**config.mk**
```make
export PLATFORM = sky130hd
export DESIGN_NAME = mem_access_stage
export DESIGN_NICKNAME = d
export VERILOG_FILES = /design/src/rtl/mem_access_stage.sv
export SDC_FILE = /design/constraint.sdc
export NUM_CORES = 1
export LEC_CHECK = 0
export ABC_AREA = 0
export CAP_MARGIN = 0
export CORE_ASPECT_RATIO = 1.5
export CORE_MARGIN = 4
export CORE_UTILIZATION = 39
export DETAILED_ROUTE_END_ITERATION = 10
export GPL_TIMING_DRIVEN = 1
export PLACE_DENSITY_LB_ADDON = 0.3
export SLEW_MARGIN = 20
export SYNTH_ARGS = -nofsm -noshare
export SYNTH_HDL_FRONTEND = slang
export SYNTH_SLANG_ARGS = --single-unit
export TNS_END_PERCENT = 1
```
**constraint.sdc**
```tcl
create_clock -name clk_i -period 3.2 [get_ports clk_i]
set_clock_uncertainty 0.1 [all_clocks]
set_input_delay 0.8 -clock clk_i [delete_from_list [all_inputs] [get_ports clk_i]]
set_output_delay 0.8 -clock clk_i [all_outputs]
set_load 0.005 [all_outputs]
```
**src/rtl/mem_access_stage.sv**
```systemverilog
// mem_access_stage: RV64 pipeline MEM stage.
//   Registers the Execute-stage op, runs loads/stores over a req/gnt/rvalid
//   data-memory port, and presents the write-back result to WB/forwarding.
// Ports:
//   clk_i, rst_ni            clock, synchronous active-low reset
//   alu_result_i .. reg_write_i  Execute-stage op (captured when not stalled)
//   dmem_*_o / dmem_*_i      data-memory request / response handshake
//   mem_result_o, rd_o, reg_write_o  write-back value, destination, enable
//   stall_o                  freeze upstream while a transaction is pending
//   misalign_o               held op is a misaligned memory access
module mem_access_stage #(
    parameter int XLEN = 64,
    parameter int BE_W = 8
) (
    input  logic            clk_i,
    input  logic            rst_ni,
    input  logic [XLEN-1:0] alu_result_i,
    input  logic [XLEN-1:0] wr_ram_data_i,
    input  logic [4:0]      rd_i,
    input  logic [2:0]      funct3_i,
    input  logic            mem_read_i,
    input  logic            mem_write_i,
    input  logic            reg_write_i,
    output logic            dmem_req_o,
    output logic            dmem_we_o,
    output logic [XLEN-1:0] dmem_addr_o,
    output logic [BE_W-1:0] dmem_be_o,
    output logic [XLEN-1:0] dmem_wdata_o,
    input  logic            dmem_gnt_i,
    input  logic            dmem_rvalid_i,
    input  logic [XLEN-1:0] dmem_rdata_i,
    output logic [XLEN-1:0] mem_result_o,
    output logic [4:0]      rd_o,
    output logic            reg_write_o,
    output logic            stall_o,
    output logic            misalign_o
);

    typedef enum logic [1:0] {IDLE, REQ, RESP} state_t;

    state_t          state_q, state_d;
    logic [XLEN-1:0] alu_result_q, alu_result_d;
    logic [XLEN-1:0] wr_ram_data_q, wr_ram_data_d;
    logic [4:0]      rd_q, rd_d;
    logic [2:0]      funct3_q, funct3_d;
    logic            mem_read_q, mem_read_d;
    logic            mem_write_q, mem_write_d;
    logic            reg_write_q, reg_write_d;

    logic            is_mem, is_store, misalign;
    logic [2:0]      off;
    logic [XLEN-1:0] shifted, load_val;

    // size code is funct3[1:0]: 0=B, 1=H, 2=W, 3=D
    function automatic logic is_misaligned(input logic [1:0] size, input logic [2:0] addr);
        case (size)
            2'd1:    return addr[0];
            2'd2:    return |addr[1:0];
            2'd3:    return |addr;
            default: return 1'b0;
        endcase
    endfunction

    assign is_mem   = mem_read_q | mem_write_q;
    assign is_store = mem_write_q;   // read+write together is treated as a store
    assign off      = alu_result_q[2:0];
    assign misalign = is_mem & is_misaligned(funct3_q[1:0], off);

    always_comb begin
        stall_o = ((state_q == REQ) && !(is_store && dmem_gnt_i)) ||
                  ((state_q == RESP) && !dmem_rvalid_i);
    end

    // Stage capture and next state. The next state is decided from the op
    // being captured, so a completing op hands over to the next one with no gap.
    always_comb begin
        alu_result_d  = alu_result_q;
        wr_ram_data_d = wr_ram_data_q;
        rd_d          = rd_q;
        funct3_d      = funct3_q;
        mem_read_d    = mem_read_q;
        mem_write_d   = mem_write_q;
        reg_write_d   = reg_write_q;
        state_d       = state_q;
        if (!stall_o) begin
            alu_result_d  = alu_result_i;
            wr_ram_data_d = wr_ram_data_i;
            rd_d          = rd_i;
            funct3_d      = funct3_i;
            mem_read_d    = mem_read_i;
            mem_write_d   = mem_write_i;
            reg_write_d   = reg_write_i;
            state_d = ((mem_read_i || mem_write_i) &&
                       !is_misaligned(funct3_i[1:0], alu_result_i[2:0])) ? REQ : IDLE;
        end else if ((state_q == REQ) && dmem_gnt_i) begin
            // stalled with a grant can only be a load
            state_d = RESP;
        end
    end

    always_ff @(posedge clk_i) begin
        if (!rst_ni) begin
            state_q       <= IDLE;
            alu_result_q  <= '0;
            wr_ram_data_q <= '0;
            rd_q          <= '0;
            funct3_q      <= '0;
            mem_read_q    <= 1'b0;
            mem_write_q   <= 1'b0;
            reg_write_q   <= 1'b0;
        end else begin
            state_q       <= state_d;
            alu_result_q  <= alu_result_d;
            wr_ram_data_q <= wr_ram_data_d;
            rd_q          <= rd_d;
            funct3_q      <= funct3_d;
            mem_read_q    <= mem_read_d;
            mem_write_q   <= mem_write_d;
            reg_write_q   <= reg_write_d;
        end
    end

    // Request side: lane steering for stores
    always_comb begin
        dmem_req_o  = (state_q == REQ);
        dmem_we_o   = is_store;
        dmem_addr_o = {alu_result_q[XLEN-1:3], 3'b000};
        case (funct3_q[1:0])
            2'd0: begin
                dmem_be_o    = BE_W'(1) << off;
                dmem_wdata_o = {8{wr_ram_data_q[7:0]}};
            end
            2'd1: begin
                dmem_be_o    = BE_W'(3) << off;
                dmem_wdata_o = {4{wr_ram_data_q[15:0]}};
            end
            2'd2: begin
                dmem_be_o    = BE_W'(15) << off;
                dmem_wdata_o = {2{wr_ram_data_q[31:0]}};
            end
            default: begin
                dmem_be_o    = '1;
                dmem_wdata_o = wr_ram_data_q;
            end
        endcase
    end

    // Response side: lane select and sign/zero extension
    always_comb begin
        shifted = dmem_rdata_i >> {off, 3'b000};
        case (funct3_q[1:0])
            2'd0:    load_val = funct3_q[2] ? {{(XLEN-8){1'b0}}, shifted[7:0]}
                                            : {{(XLEN-8){shifted[7]}}, shifted[7:0]};
            2'd1:    load_val = funct3_q[2] ? {{(XLEN-16){1'b0}}, shifted[15:0]}
                                            : {{(XLEN-16){shifted[15]}}, shifted[15:0]};
            2'd2:    load_val = funct3_q[2] ? {{(XLEN-32){1'b0}}, shifted[31:0]}
                                            : {{(XLEN-32){shifted[31]}}, shifted[31:0]};
            default: load_val = dmem_rdata_i;
        endcase
    end

    always_comb begin
        mem_result_o = alu_result_q;
        if ((state_q == RESP) && dmem_rvalid_i) mem_result_o = load_val;
        rd_o        = rd_q;
        reg_write_o = reg_write_q & ~stall_o & ~misalign;
        misalign_o  = misalign;
    end

endmodule

```
==> results of run 1 <==
stage by stage:
stage	cells	setup WS [ps]	utilization [%]	total power, mW	hold WS, ps
finish	2119	-507	65.2	6.22	364
global placement	2063	-1080	60.0	4.04	349
global route	2117	-548	65.2	6.47	390
CTS	2115	-475	64.2	6.22	367
floorplan	1342	-2.46	-	2.86	343
detailed placement	2063	-1090	60.0	4.05	359
worst max-delay path, cell delays in order:
cell and delay [ps]:
buf_8 100, mux2_4 280, a221o_1 380, and4_4 200, a2111oi_4 330, buf_6 170
buf_12 120, buf_12 110, buf_12 120, o21ai_1 70, buf_2 130
cell families after synthesis:
family / Yosys count
AOI/OAI and AO/OA: 430
adders and majority gates: 6
buffers and inverters: 207
DFF: 141
muxes: 56
other: 1
and+or+nand+nor: 499
metal layers:
layer | track usage, % | wire [um] | vias up
met4 | 18.9 | 2680 | 4
met5 | 0 | 21 | -
met1 | 36.2 | 16900 | 5459
met2 | 60.7 | 24500 | 595
met3 | 9.33 | 4310 | 136
li1 | - | - | 5428
state kept, by name, summed over array words and instances (netlist names):
name / flops
alu_result_q: 64
wr_ram_data_q: 64
rd_o: 5
funct3_q: 3
state_q: 2
dmem_we_o: 1
mem_read_q: 1
reg_write_q: 1
report_power, final:
part | switching, mW | internal [mW] | total [mW]
Sequential | 0.123 | 1.89 | 2.01
Clock | 0.836 | 1.18 | 2.01
Combinational | 1.03 | 1.17 | 2.20
Total | 1.99 | 4.23 | 6.22
layout by cell type (no fill, tap or decap), types with 6 or more instances in the layout:
cell type	Yosys	layout
buf_4	72	156
buf_12	0	18
inv_1	15	15
o21ai_2	20	30
or3_1	21	20
clkbuf_2	0	24
nand2_1	395	394
buf_2	9	27
mux2i_1	41	33
dlygate4sd2_1	0	37
o22ai_1	14	14
a21oi_1	38	32
a22o_1	11	8
dlymetal6s2s_1	0	52
and3_1	12	12
a31oi_1	12	11
buf_6	5	17
nor2b_1	10	9
nor2_1	31	24
a221o_1	14	14
a21oi_2	1	6
mux2i_2	0	7
clkdlybuf4s50_1	0	268
o21ai_1	10	16
a22oi_1	13	10
mux2_2	12	10
clkbuf_16	0	17
a21boi_0	147	144
o21ai_0	112	96
dfxtp_1	141	139
timing repair:
action / in CTS / in global routing
gates resized for setup: 260 / 162
hold buffers: 0 / 0
pin swaps: 36 / 31
cloned: 4 / 0
endpoints found under the setup margin: 130 / 130
buffers inserted: 16 / 1
area by class of cell:
class                           count  area (um^2)  area share [%]
Sequential cell                   141         2830            17.9
Timing Repair Buffer              607         5800            36.6
Multi-Input combinational cell    994         6120            38.7
Clock inverter                     12          134           0.846
Inverter                           18         77.6           0.490
Clock buffer                       20          447            2.82
Antenna cell                        3         7.51          0.0475
Tap cell                          324          405            2.56
worst min-delay path by stage:
stage                        endpoint  slack (ps)
floorplan                  mem_read_q         340
CTS                           rd_o[0]         370
finish                        rd_o[0]         360
global route        wr_ram_data_q[56]         390
detailed placement  wr_ram_data_q[56]         360
global placement    wr_ram_data_q[61]         350
==> key figures, run 1 <==
Status
  • Failing checks: setup timing
  • Outcome: finished, violations left

Clocking
  • Max H-tree Level: 4
  • Worst-path clk slew: ~60 ps
  • Clk_lat worst skew: 430 ps
  • TritonCTS clock tree: yes
  • CTS Buf Count: 17
  • Clock buffer depth: 2
  • CTS sink cnt: approximately 140
  • Root buffer cell: clkbuf_16

Logic synthesis
  • Mux cell area share after synthesis: under 10%
  • Synth Instances: 1340
  • Synth Area in Compound Gates: 30.4%
  • Adder-cell share of the synthesized area: less than 1%
  • Netlist area before placement: between 9000 and 10000 um^2
  • Largest family of logic cells by synthesized area: compound AO/OA/AOI/OAI gates
  • Register area share after synthesis: around 29%
  • Post-synth top cells: nand2_1 (395), a21boi_0 (147), dfxtp_1 (141)
  • Number of library cell types mapped by synthesis: 57
  • Post-Syn Area per Cell: 7.15 um^2
  • FF+latch count, synth: around 140
  • Number of synthesized flops with an enable pin: 0
  • Ys Warns: 0
  • Top cell type by total area after synthesis: dfxtp_1
  • Top cells by area, synth: dfxtp_1 (29%), nand2_1 (15%), a21boi_0 (12%)
  • XOR/XNOR Fraction of Synth Area: 0%
  • Synth Area in Simple Gates: 21.5%
  • Most common cell in the synthesized netlist: nand2_1
  • Top cell type's share of synthesized area: between 20 and 30%
  • Ys async rst share: 0%
  • Synth Flop Type: dfxtp_1

Detailed routing
  • Post-Route WL: between 40 and 50 mm
  • 1st-iter DRT viols: roughly 660
  • Routed vias/inst: between 5 and 6
  • Final ANT Viol Nets: 0
  • DRC Markers: 0
  • Routed WL per cell: 22.8 um
  • Detailed Routing Iterations Pass 1: 5
  • Vias: 11600

Timing
  • Worst Max-Slew Pin Slew: between 900 and 1000 ps
  • TNS Setup: -23930 ps
  • Fin crit period: 3710 ps
  • Worst relative slew slack: a little under two fifths
  • Unrepaired setup endpoints after global routing: yes
  • Final setup violation count: a little under 80
  • Max Freq: ~270 MHz
  • Final max-slew violation count: 0
  • Final period util: 116%
  • Final Worst Setup Slack: -507 ps
  • Final hold violation count: 0

Worst setup path
  • Reg-to-Reg Start: state_q[0]
  • Crit. Startpoint: dmem_rdata_i[31]
  • WP data required: approximately 2300 ps
  • Worst Path Arrival: 2810 ps
  • FF-to-FF End: wr_ram_data_q[15]
  • CP endpoint kind: output port
  • Reg2reg setup slack: 1090 ps
  • Crit path to: mem_result_o[38]
  • Startpoint types: primary input
  • Crit-path max FO: 6
  • R2r worst-path depth: 6
  • Critical path class: in2out

Place
  • Post-DP Area: ~15000 um^2
  • RePlAce Congestion: roughly 1.0
  • I/O Buffers: just over 400
  • Detailed placement HPWL: between 30 and 40 mm

Pwr
  • Power per cell area: around 400 nW/um^2
  • Lkg Pwr: roughly 7.2 nW
  • VDD IR-drop max: around 360 uV

GRT
  • Tot GR Track Use: 34.1%
  • Vias in the first global route: ~11000
  • Initial antenna violation count: 3
  • Largest net degree at the start of global routing: around 140
  • First-pass GRT wire length: approximately 70 mm
  • Grt ovf: 0

Floorplanning
  • Initial Utilization: between 30% and 40%
  • Rows: 70
  • Number of top-level pins: between 400 and 500
  • Die width: ~140 um
  • Die H: 200 um
  • Core area: 24300 um^2
  • Die area: about 27000 um^2

Cells and area
  • Number of fill cells: ~2100
  • Final Net Count: between 1500 and 2000
  • Share of cells above drive strength 1: about 22%
  • Area delta synth->final: 65.0%
  • Final Cell Area: between 15000 and 20000 um^2

Job
  • Max-cap violations: 0

Hold path
  • Hold crit path type: reg2reg
  • Hold path depth: 2
  • Hold Path Origin: rd_o[0]
(Power assumes the default switching activity.)
==> run 2, diff against run 1 <==
--- a/config.mk
+++ b/config.mk
@@ -6,7 +6,7 @@
 export NUM_CORES = 1
 export LEC_CHECK = 0
 export ABC_AREA = 0
-export CAP_MARGIN = 0
+export CAP_MARGIN = 15
 export CORE_ASPECT_RATIO = 1.5
 export CORE_MARGIN = 4
 export CORE_UTILIZATION = 39
==> results of run 2 <==
No change in the layout: final DEF, timing and power equal those of run 1.
